<file path="src/rtl/rtc_pkg.sv">
// Shared types and constants for the RTC parallel-bus write sequencer.
package rtc_pkg;

  typedef enum logic [2:0] {
    S_IDLE,
    S_ADR_SU,
    S_ADR_PW,
    S_ADR_HD,
    S_DAT_SU,
    S_DAT_PW,
    S_DAT_HD,
    S_DONE
  } wr_state_t;

  localparam int T_SU_DEF = 2;
  localparam int T_PW_DEF = 4;
  localparam int T_HD_DEF = 2;

  localparam logic [7:0] RTC_ADDR_SEC   = 8'h00;
  localparam logic [7:0] RTC_ADDR_MIN   = 8'h01;
  localparam logic [7:0] RTC_ADDR_HOUR  = 8'h02;
  localparam logic [7:0] RTC_ADDR_WDAY  = 8'h03;
  localparam logic [7:0] RTC_ADDR_DATE  = 8'h04;
  localparam logic [7:0] RTC_ADDR_MONTH = 8'h05;
  localparam logic [7:0] RTC_ADDR_YEAR  = 8'h06;

  // A phase of N cycles loads N-1 so that expiry lands on the phase's last cycle.
  function automatic logic [7:0] phase_load(input int cycles);
    return 8'(cycles - 1);
  endfunction

endpackage

</file>
<file path="src/rtl/rtc_wr_seq_phase_timer.sv">
// Loadable 8-bit down-counter that parks at zero; expired is high while the count is zero.
module phase_timer (
  input  logic       clk,
  input  logic       reset,
  input  logic       load,
  input  logic [7:0] load_value,
  output logic [7:0] value,
  output logic       expired
);

  always_ff @(posedge clk) begin
    if (reset) begin
      value <= 8'd0;
    end else if (load) begin
      value <= load_value;
    end else if (value != 8'd0) begin
      value <= value - 8'd1;
    end
  end

  assign expired = (value == 8'd0);

endmodule

</file>
<file path="src/rtl/rtc_wr_seq.sv">
// RTC write sequencer: address phase then data phase on a shared AD bus, each with setup/pulse/hold timing.
// Optional sticky overlap-error output enabled by defining RTC_WR_ERR_EN.
//
//   state  | meaning
//   IDLE   | bus released, waiting for start
//   ADR_SU | address driven, cs_n low, wr_n high
//   ADR_PW | address driven, wr_n low
//   ADR_HD | address held, cs_n/wr_n released
//   DAT_SU | data driven, cs_n low, wr_n high
//   DAT_PW | data driven, wr_n low
//   DAT_HD | data held, cs_n/wr_n released
//   DONE   | one-cycle completion pulse
module rtc_wr_seq
  import rtc_pkg::*;
#(
  parameter int T_SU = T_SU_DEF,
  parameter int T_PW = T_PW_DEF,
  parameter int T_HD = T_HD_DEF
) (
  input  logic       clk,
  input  logic       reset,
  input  logic       start,
  input  logic [7:0] addr,
  input  logic [7:0] data,
  output logic       busy,
  output logic       done,
  output logic       cs_n,
  output logic       wr_n,
  output logic       rd_n,
  output logic       addr_sel,
  output logic       ad_oe,
  output logic [7:0] ad_out
`ifdef RTC_WR_ERR_EN
  ,
  output logic       err
`endif
);

  wr_state_t  state, state_nxt;
  logic [7:0] addr_q, data_q, addr_nxt, data_nxt;
  logic       cap_en;
  logic       tmr_load, tmr_expired;
  logic [7:0] tmr_load_val;
  logic [7:0] tmr_value_unused;

  logic       busy_nxt, done_nxt, cs_n_nxt, wr_n_nxt, addr_sel_nxt, ad_oe_nxt;
  logic [7:0] ad_out_nxt;

  phase_timer u_timer (
    .clk        (clk),
    .reset      (reset),
    .load       (tmr_load),
    .load_value (tmr_load_val),
    .value      (tmr_value_unused),
    .expired    (tmr_expired)
  );

  always_ff @(posedge clk) begin
    if (reset) begin
      state  <= S_IDLE;
      addr_q <= 8'h00;
      data_q <= 8'h00;
    end else begin
      state  <= state_nxt;
      addr_q <= addr_nxt;
      data_q <= data_nxt;
    end
  end

  always_comb begin
    state_nxt    = state;
    cap_en       = 1'b0;
    tmr_load     = 1'b0;
    tmr_load_val = 8'h00;
    case (state)
      S_IDLE: if (start) begin
        state_nxt    = S_ADR_SU;
        cap_en       = 1'b1;
        tmr_load     = 1'b1;
        tmr_load_val = phase_load(T_SU);
      end
      S_ADR_SU: if (tmr_expired) begin
        state_nxt    = S_ADR_PW;
        tmr_load     = 1'b1;
        tmr_load_val = phase_load(T_PW);
      end
      S_ADR_PW: if (tmr_expired) begin
        state_nxt    = S_ADR_HD;
        tmr_load     = 1'b1;
        tmr_load_val = phase_load(T_HD);
      end
      S_ADR_HD: if (tmr_expired) begin
        state_nxt    = S_DAT_SU;
        tmr_load     = 1'b1;
        tmr_load_val = phase_load(T_SU);
      end
      S_DAT_SU: if (tmr_expired) begin
        state_nxt    = S_DAT_PW;
        tmr_load     = 1'b1;
        tmr_load_val = phase_load(T_PW);
      end
      S_DAT_PW: if (tmr_expired) begin
        state_nxt    = S_DAT_HD;
        tmr_load     = 1'b1;
        tmr_load_val = phase_load(T_HD);
      end
      S_DAT_HD: if (tmr_expired) state_nxt = S_DONE;
      S_DONE:   state_nxt = S_IDLE;
      default:  state_nxt = S_IDLE;
    endcase
  end

  assign addr_nxt = cap_en ? addr : addr_q;
  assign data_nxt = cap_en ? data : data_q;

  // Outputs are decoded from the next state so the registered pins line up with the state they describe.
  always_comb begin
    busy_nxt     = (state_nxt != S_IDLE);
    done_nxt     = (state_nxt == S_DONE);
    cs_n_nxt     = 1'b1;
    wr_n_nxt     = 1'b1;
    addr_sel_nxt = 1'b0;
    ad_oe_nxt    = 1'b0;
    ad_out_nxt   = 8'h00;
    case (state_nxt)
      S_ADR_SU, S_ADR_PW, S_ADR_HD: begin
        cs_n_nxt     = (state_nxt == S_ADR_HD);
        wr_n_nxt     = (state_nxt != S_ADR_PW);
        addr_sel_nxt = 1'b1;
        ad_oe_nxt    = 1'b1;
        ad_out_nxt   = addr_nxt;
      end
      S_DAT_SU, S_DAT_PW, S_DAT_HD: begin
        cs_n_nxt   = (state_nxt == S_DAT_HD);
        wr_n_nxt   = (state_nxt != S_DAT_PW);
        ad_oe_nxt  = 1'b1;
        ad_out_nxt = data_nxt;
      end
      default: ;
    endcase
  end

  always_ff @(posedge clk) begin
    if (reset) begin
      busy     <= 1'b0;
      done     <= 1'b0;
      cs_n     <= 1'b1;
      wr_n     <= 1'b1;
      addr_sel <= 1'b0;
      ad_oe    <= 1'b0;
      ad_out   <= 8'h00;
    end else begin
      busy     <= busy_nxt;
      done     <= done_nxt;
      cs_n     <= cs_n_nxt;
      wr_n     <= wr_n_nxt;
      addr_sel <= addr_sel_nxt;
      ad_oe    <= ad_oe_nxt;
      ad_out   <= ad_out_nxt;
    end
  end

  assign rd_n = 1'b1;

`ifdef RTC_WR_ERR_EN
  always_ff @(posedge clk) begin
    if (reset) begin
      err <= 1'b0;
    end else if (start && busy) begin
      err <= 1'b1;
    end
  end
`endif

endmodule

</file>
<file path="config.mk">
export PLATFORM = sky130hd
export DESIGN_NAME = rtc_wr_seq
export DESIGN_NICKNAME = d
export VERILOG_FILES = /design/src/rtl/rtc_pkg.sv /design/src/rtl/rtc_wr_seq_phase_timer.sv /design/src/rtl/rtc_wr_seq.sv
export SDC_FILE = /design/constraint.sdc
export NUM_CORES = 1
export LEC_CHECK = 0
export BUFFER_PORTS_ARGS = -buffer_cell sky130_fd_sc_hd__buf_2
export CORE_UTILIZATION = 40
export DETAILED_ROUTE_END_ITERATION = 10
export PLACE_DENSITY = 0.59
export SETUP_SLACK_MARGIN = 0.1
export SLEW_MARGIN = 30
export SYNTH_ARGS = -nofsm -noshare
export SYNTH_HDL_FRONTEND = slang
export SYNTH_SLANG_ARGS = --single-unit
</file>
<file path="constraint.sdc">
create_clock -name clk -period 3 [get_ports clk]
set_input_delay 0.6 -clock clk [delete_from_list [all_inputs] [get_ports clk]]
set_output_delay 0.6 -clock clk [all_outputs]
set_load 0.1 [all_outputs]
</file>
==> results of run 1 <==
-- flip-flops by register name, summed over array words and instances, names as in the netlist --
signal and count:
state 3, cs_n 1, addr_sel 1, wr_n 1, addr_q 8, u_timer.value 8, ad_out 8, done 1
busy 1, data_q 8, ad_oe 1
-- stage by stage --
| step | total power [mW] | worst slack (ns) |
|---|---|---|
| finish | 2.66 | 0.814 |
| global route | 2.84 | 0.686 |
| floorplan | 2.05 | 1.14 |
| global placement | 2.23 | 0.860 |
| CTS | 2.69 | 0.814 |
| detailed placement | 2.26 | 0.773 |
-- metal layers --
layer	routed length (µm)	vias up
met1	1690	644
met3	182	2
met4	21	0
li1	-	733
met2	1700	30
met5	0	-
-- report_power, final --
| group | total [mW] | internal (mW) | switching, mW | leakage (nW) |
|---|---|---|---|---|
| clock | 0.420 | 0.242 | 0.178 | 0.0540 |
| sequential | 0.837 | 0.698 | 0.140 | 0.337 |
| combinational | 1.41 | 0.421 | 0.985 | 0.427 |
| total | 2.66 | 1.36 | 1.30 | 0.818 |
-- layout make-up --
cell class | count | area (µm²) | area share
Multi-Input combinational cell | 136 | 841 | 0.419
Sequential cell | 41 | 821 | 0.409
Timing Repair Buffer | 33 | 168 | 0.0835
Clock buffer | 5 | 68.8 | 0.0343
Tap cell | 50 | 62.6 | 0.0312
Clock inverter | 2 | 35.0 | 0.0175
Inverter | 3 | 11.3 | 0.00561
-- placed cells by master, fill, tap and decap left out, drive strengths merged, types with 3 or more instances in the layout --
master	netlist	routed
dfxtp	41	41
nand2	40	40
buf	9	33
a21oi	25	25
nor2	10	10
a22o	8	8
or3	5	5
clkbuf	4	5
nor3	4	4
nor4	4	4
inv	3	3
o21ai	3	3
a311oi	3	3
-- kinds of logic after synthesis --
group,share of synthesized area
mux,0.0179
compound gates,0.194
buf+inv,0.0494
fa+ha+maj,0.00716
other cells,0.00215
flops,0.470
xor+xnor,0.0100
simple gates,0.250
-- tightest hold or removal path, stage by stage, from the launching register on --
cell,delay (ns)
dfxtp_1,0.30
nand2_1,0.04
a21oi_1,0.07
-- worst max path at each step --
stage | from | end | slack, ns | cells past startpoint
final | state[0] | u_timer.value[0] | 0.81 | 3
after global routing | u_timer.value[0] | ad_out[4] | 0.69 | 6
after CTS | state[0] | u_timer.value[0] | 0.81 | 3
after detailed placement | start | u_timer.value[0] | 0.77 | 4
after global placement | start | u_timer.value[0] | 0.86 | 4
after floorplan | u_timer.value[0] | wr_n | 1.14 | 6
==> impl_results.md, run 1 <==
* Hold WS at 0.464 ns
* # rows at 23
* First-pass DRT Iterations at 4
* Final setup fails at 0
* Overall routing resource usage at 0.164
* Cts repair resizes at 0
* Vias in the first global route at 1269
* Top_reg_cell synth: dfxtp_1
* Slew headroom at 0.523
* Final ANT Viol Nets at 0
* Placed cells at 263
* Mapped cell area at 0.00175 mm²
* Placer congestion estimate at 0.783
* Status: completed
* Fin. Hold Viols at 0
* CTS clk-pin slew, worst paths at 0.08 ns
* Worst Hold Endpoint: data_q[3]
* Maximum clock frequency at 0.457 GHz
* Die ar. at 0.00464 mm²
* Initial antenna violation count at 0
* DR vias at 1409
* Critical path's top delay family: simple AND/OR/NAND/NOR gates
* Synth Area per Inst at 9.06 µm²
* Remaining global-route overflow at 0
* Slowest stage cell, crit path: or4b_1
* Power Dens Cells at 1330 mW/mm²
* I/O pins at 34
* RR Startpoint: state[0]
* Core ar. at 0.00409 mm²
* DR iter-0 viols at 61
* Setup Crit Path Kind: reg -> reg
* Setup TNS at 0 ns
* CTS Sinks at 41
* GR Util met1 at 0.193
* Post-synth net total at 213
* Number of synthesized flops with an enable pin at 0
* Leakage at 0.818 nW
* Area grow syn2layout at 14.8%
* Clock skew at 0.00938 ns
* Crit-path max cell delay at 0.93 ns
* Hpwl dp at 2410 µm
* Drt wl/cell at 13.3 µm
* Required @ worst endpoint at 3.18 ns
* Leading area contributor after synthesis: dfxtp_1
* Crit path time final at 2.19 ns
* Cell Area, Placed at 0.00190 mm²
* Number of distinct library cells after synthesis at 49
* Clock buffer count from CTS at 5
* Final std cells w/o fill at 270
* Startpoint Class: register
* Max FO, Critical Path at 20
* GR peak layer: met2
* Share of layout cells above drive strength 1 at 0.227
* Top post-synthesis cells by count: dfxtp_1, nand2_1, a21oi_1
* RSZ-0062 raised after global routing: no
* Synth warn at 0
* Area share of the largest cell type after synthesis at 0.470
* Final Max Tran Viols at 0
* # diodes at 0
* Max cap viols at 0
* Post-synth ARST share at 0
* Die height at 68.1 µm
* Min-Delay Path Class: reg -> reg
* Post-synthesis cell count at 193
* Worst Hold Depth at 2
* Synth area leaders: dfxtp_1, nand2_1, a21oi_1
* WP data arrival at 2.37 ns
* Nets at 240
* Largest net degree at the start of global routing at 27
* Post-CTS setup buffer count at 0
* Worst path buffer plus inverter count at 0
* First-pass GRT wire length at 5550 µm
* CTS root buffer: clkbuf_8
* Total wire length at 3590 µm
* Via/cell ratio at 5.22
* CTS Hold Bufs at 0
* Chip width at 68.1 µm
* Slew @ Worst Pin at 0.714 ns
* Fin crit share at 0.729
* DRC Markers at 0
* Skew-Pair Late Insertion Delay at 0.29 ns
* Worst setup EP type: register
* Initial Utilization at 0.428
* Register-to-Register Setup Slack at 0.81 ns
* Worst R2R Path Depth at 3
* Met3 usage at 0.0617
* Peak supply drop at 0.539 mV
* Cell area after layout at 0.00201 mm²
* Hold wc startpoint: data_q[3]
* CTS tree: done
* Crit path cell chain: or4b_1, and4_1, a311oi_1
* M2 GR Usage at 0.271
* Port Buffers at 32
* R2R Path End: u_timer.value[0]
* Seq/Total Area, Yosys at 0.470
* # fillers at 402
* Synth Register Bits at 41
* Util after Layout at 0.491
* CTS Buffer Depth at 2
* Most frequent cell after synthesis: dfxtp_1
* # H-tree levels at 2
Power figures use the tool's default switching activity.
==> inputs of run 2 (changes only) <==
clock period = 2.28 ns   (was 3 ns; I/O delays follow)
==> impl_results.md, run 2 (synthesized netlist as in run 1, its figures left out) <==
* Largest net degree at the start of global routing at 27
* I/O pins at 34
* Worst R2R Path Depth at 6
* Via/cell ratio at 5.23
* Fin crit share at 0.909
* Final Max Tran Viols at 0
* Initial Utilization at 0.428
* Setup Crit Path Kind: reg -> reg
* Maximum clock frequency at 0.482 GHz
* Power Dens Cells at 1780 mW/mm²
* Overall routing resource usage at 0.175
* Die ar. at 0.00464 mm²
* Final setup fails at 0
* Die height at 68.1 µm
* # H-tree levels at 2
* Max FO, Critical Path at 9
* Setup TNS at 0 ns
* WP data arrival at 2.26 ns
* RR Startpoint: u_timer.value[0]
* R2R Path End: cs_n
* CTS tree: done
* DRC Markers at 0
* Port Buffers at 32
* CTS Buffer Depth at 2
* CTS clk-pin slew, worst paths at 0.07 ns
* CTS Sinks at 41
* Remaining global-route overflow at 0
* # rows at 23
* # diodes at 0
* Startpoint Class: register
* Chip width at 68.1 µm
* DR iter-0 viols at 90
* Commonest non-fill, non-tap cells in the layout: dfxtp_1, nand2_1, buf_2, a21oi_1, buf_4
* Share of layout cells above drive strength 1 at 0.265
* Placer congestion estimate at 0.775
* Final ANT Viol Nets at 0
* Worst Hold Endpoint: addr_q[1]
* Placed cells at 268
* Final std cells w/o fill at 280
* Area grow syn2layout at 20.4%
* Required @ worst endpoint at 2.47 ns
* Final worst setup slack at 0.206 ns
* Skew-Pair Late Insertion Delay at 0.29 ns
* Hold wc startpoint: addr[1]
* Clock buffer count from CTS at 5
* Status: completed
* Clock skew at 0.00543 ns
* Nets at 250
* Initial antenna violation count at 0
* Max cap viols at 0
* First-pass DRT Iterations at 4
* RSZ-0062 raised after global routing: yes
* CTS root buffer: clkbuf_8
* Leakage at 0.872 nW
* Worst Hold Depth at 3
* DP Worst Slack at 0.173 ns
* Register-to-Register Setup Slack at 0.21 ns
* Fin. Hold Viols at 0
* Drt wl/cell at 13.1 µm
* First-pass GRT wire length at 5900 µm
* Vias in the first global route at 1346
* Min-Delay Path Class: in -> reg
* Crit path time final at 2.07 ns
* Commonest non-fill, non-tap cell in the layout: dfxtp_1
* Total power at 3.76 mW
* Worst setup EP type: register
* Peak supply drop at 0.714 mV
* DR vias at 1464
* Total wire length at 3670 µm
* Core ar. at 0.00409 mm²
* Hpwl dp at 2560 µm
-- run 2: per-layer routing --
layer,GRT usage,part of all wire,vias up
li1,-,-,752
met1,0.191,0.44,683
met2,0.310,0.50,25
met3,0.0500,0.039,4
met4,0.0781,0.012,0
met5,0,0,-
-- run 2: power breakdown --
group	internal [mW]	switching, mW
sequential	0.919	0.114
combinational	0.735	1.44
clock	0.318	0.232
-- run 2: worst max path at each step --
stage / startpoint / end / slack (ns) / cells past startpoint
global placement: u_timer.value[0] / ad_out[5] / 0.23 / 6
CTS: u_timer.value[0] / ad_out[4] / 0.16 / 6
floorplan: u_timer.value[0] / wr_n / 0.42 / 6
detailed placement: u_timer.value[0] / ad_out[4] / 0.17 / 6
finish: u_timer.value[0] / cs_n / 0.21 / 6
global route: u_timer.value[0] / cs_n / 0.09 / 6
-- run 2: per-stage QoR --
step                      hold WS [ns]  area (µm²)  utilization
after floorplan                  0.438        1750            -
after global placement           0.448        1940        0.475
after detailed placement         0.454        1940        0.475
after CTS                        0.417        2040        0.500
after global routing             0.412        2100        0.515
final                            0.424        2100        0.515
-- run 2: area by class of cell --
type	instances	area [µm²]
timing repair buffer	43	243
fill	388	1980
sequential	41	821
multi-input combinational	136	863
clock inverter	2	35.0
tap	50	62.6
inverter	3	11.3
clock buffer	5	68.8
-- run 2: repair_timing --
action | 4_1_cts | 5_1_grt
hold buffers | 0 | 0
endpoints found under the setup margin | 0 | 17
gates resized for setup | 0 | 4
buffers inserted | 0 | 5
-- run 2: critical path: stages, from the launching register on --
cell and delay [ns]:
dfxtp_1 0.33, inv_1 0.07, ha_1 0.24, or3b_2 0.55, nor2_4 0.26, mux2_1 0.34, a21o_1 0.17
==> inputs of run 3 (changes only) <==
CORE_ASPECT_RATIO = 0.7   (was unset)
==> impl_results.md, run 3 (synthesized netlist as in run 1, its figures left out) <==
* Status: completed
* Worst path buffer plus inverter count at 1
* # diodes at 0
* Max cap viols at 0
* Clock skew at 0.00192 ns
* Initial Utilization at 0.433
* CP endpoint: ad_out[6]
* DRC Markers at 0
* Worst R2R Path Depth at 6
* First-pass DRT Iterations at 4
* Placer congestion estimate at 0.804
* Area grow syn2layout at 16.3%
* Final Max Tran Viols at 0
* Drt wl/cell at 13.1 µm
* CTS Hold Bufs at 0
* DR vias at 1473
* Final ANT Viol Nets at 0
* DR iter-0 viols at 83
* Power Dens Cells at 1720 mW/mm²
* CTS Buffer Depth at 2
* CTS tree: done
* Fin crit share at 0.906
* CTS clk-pin slew, worst paths at 0.07 ns
* Slew headroom at 0.556
* Die height at 57.3 µm
* R2R Path End: ad_out[6]
* # H-tree levels at 2
* CP startpoint: u_timer.value[0]
* Hpwl dp at 2640 µm
* Worst setup EP type: register
* Commonest non-fill, non-tap cells in the layout: dfxtp_1, nand2_1, buf_2, a21oi_1, nor2_1
* Slew @ Worst Pin at 0.666 ns
* Crit path cell chain: inv_1, ha_1, nor3b_2, nand2_1, a21oi_2, a22o_1
* WP data arrival at 2.30 ns
* Vias in the first global route at 1347
* Die ar. at 0.00464 mm²
* Chip width at 81.0 µm
* Overall routing resource usage at 0.174
* Setup Crit Path Kind: reg -> reg
* # rows at 19
* Required @ worst endpoint at 2.51 ns
* CTS Sinks at 41
* Skew-Pair Late Insertion Delay at 0.28 ns
* Clock buffer count from CTS at 5
* Register-to-Register Setup Slack at 0.22 ns
* Max FO, Critical Path at 8
* Via/cell ratio at 5.28
* Critical path's top delay family: simple AND/OR/NAND/NOR gates
* Slowest stage cell, crit path: a21oi_2
* Final worst setup slack at 0.215 ns
* CTS root buffer: clkbuf_8
* Cts repair resizes at 0
* Total wire length at 3640 µm
* Crit path depth at 6
* Initial antenna violation count at 0
* Setup TNS at 0 ns
* Maximum clock frequency at 0.484 GHz
* Core ar. at 0.00404 mm²
* Crit path time final at 2.06 ns
* Share of layout cells above drive strength 1 at 0.247
* Crit-path max cell delay at 0.44 ns
* Fin. Hold Viols at 0
* I/O pins at 34
* Post-CTS setup buffer count at 0
* Nets at 246
* Remaining global-route overflow at 0
* Leakage at 0.839 nW
* Peak supply drop at 0.933 mV
* Commonest non-fill, non-tap cell in the layout: dfxtp_1
* Final setup fails at 0
* Largest net degree at the start of global routing at 27
* RSZ-0062 raised after global routing: no
* Min-Delay Path Class: in -> reg
* Startpoint Class: register
* Port Buffers at 32
* DP Worst Slack at 0.245 ns
* RR Startpoint: u_timer.value[0]
* First-pass GRT wire length at 6130 µm
[run 3: cell types whose count changed in the layout (fill, tap and decap cells not counted), sizes merged]
| cell | change |
|---|---|
| clkinv | +1 |
| clkbuf | +1 |
| bufinv | -1 |
| buf | -4 |
[run 3: stage by stage]
| step | total power [mW] | utilization | hold slack, ns | cell area, µm² | cells |
|---|---|---|---|---|---|
| 2_1_floorplan | 2.69 | - | 0.438 | 1750 | 193 |
| 3_5_place_dp | 3.07 | 0.483 | 0.458 | 1950 | 271 |
| 4_1_cts | 3.52 | 0.503 | 0.421 | 2030 | 279 |
| 5_1_grt | 3.74 | 0.503 | 0.432 | 2030 | 279 |
| 3_3_place_gp | 3.04 | 0.483 | 0.448 | 1950 | 271 |
| 6_report | 3.50 | 0.503 | 0.429 | 2030 | 279 |
[run 3: worst min path at each step]
stage,start,to,slack (ns),depth (start not counted)
final,data[2],data_q[2],0.43,3
after global routing,data[2],data_q[2],0.43,3
after CTS,addr[5],addr_q[5],0.42,3
after detailed placement,addr_q[4],addr_q[4],0.46,2
after global placement,addr_q[4],addr_q[4],0.45,2
after floorplan,u_timer.value[0],u_timer.value[0],0.44,1
[run 3: cell type report]
type | instances | area (µm²)
Clock buffer | 6 | 72.6
Clock inverter | 2 | 10.0
Fill cell | 391 | 2010
Inverter | 3 | 11.3
Multi-Input combinational cell | 136 | 841
Sequential cell | 41 | 821
Tap cell | 52 | 65.1
Timing Repair Buffer | 39 | 213
[run 3: power breakdown]
| group | internal (mW) | switching [mW] |
|---|---|---|
| Combinational | 0.631 | 1.39 |
| Clock | 0.212 | 0.233 |
| Sequential | 0.918 | 0.119 |
[run 3: routing by layer]
metal | GRT usage | wire, µm
met5 | 0 | 0
met4 | 0.0536 | 46
met3 | 0.0576 | 181
met2 | 0.252 | 1580
met1 | 0.245 | 1840
[run 3: worst min-delay path: cells and delay by family]
| kind | cells | cell delay (ns) |
|---|---|---|
| AOI/OAI and AO/OA | 1 | 0.06 |
| buffers and inverters | 1 | 0.10 |
| and+or+nand+nor | 1 | 0.05 |
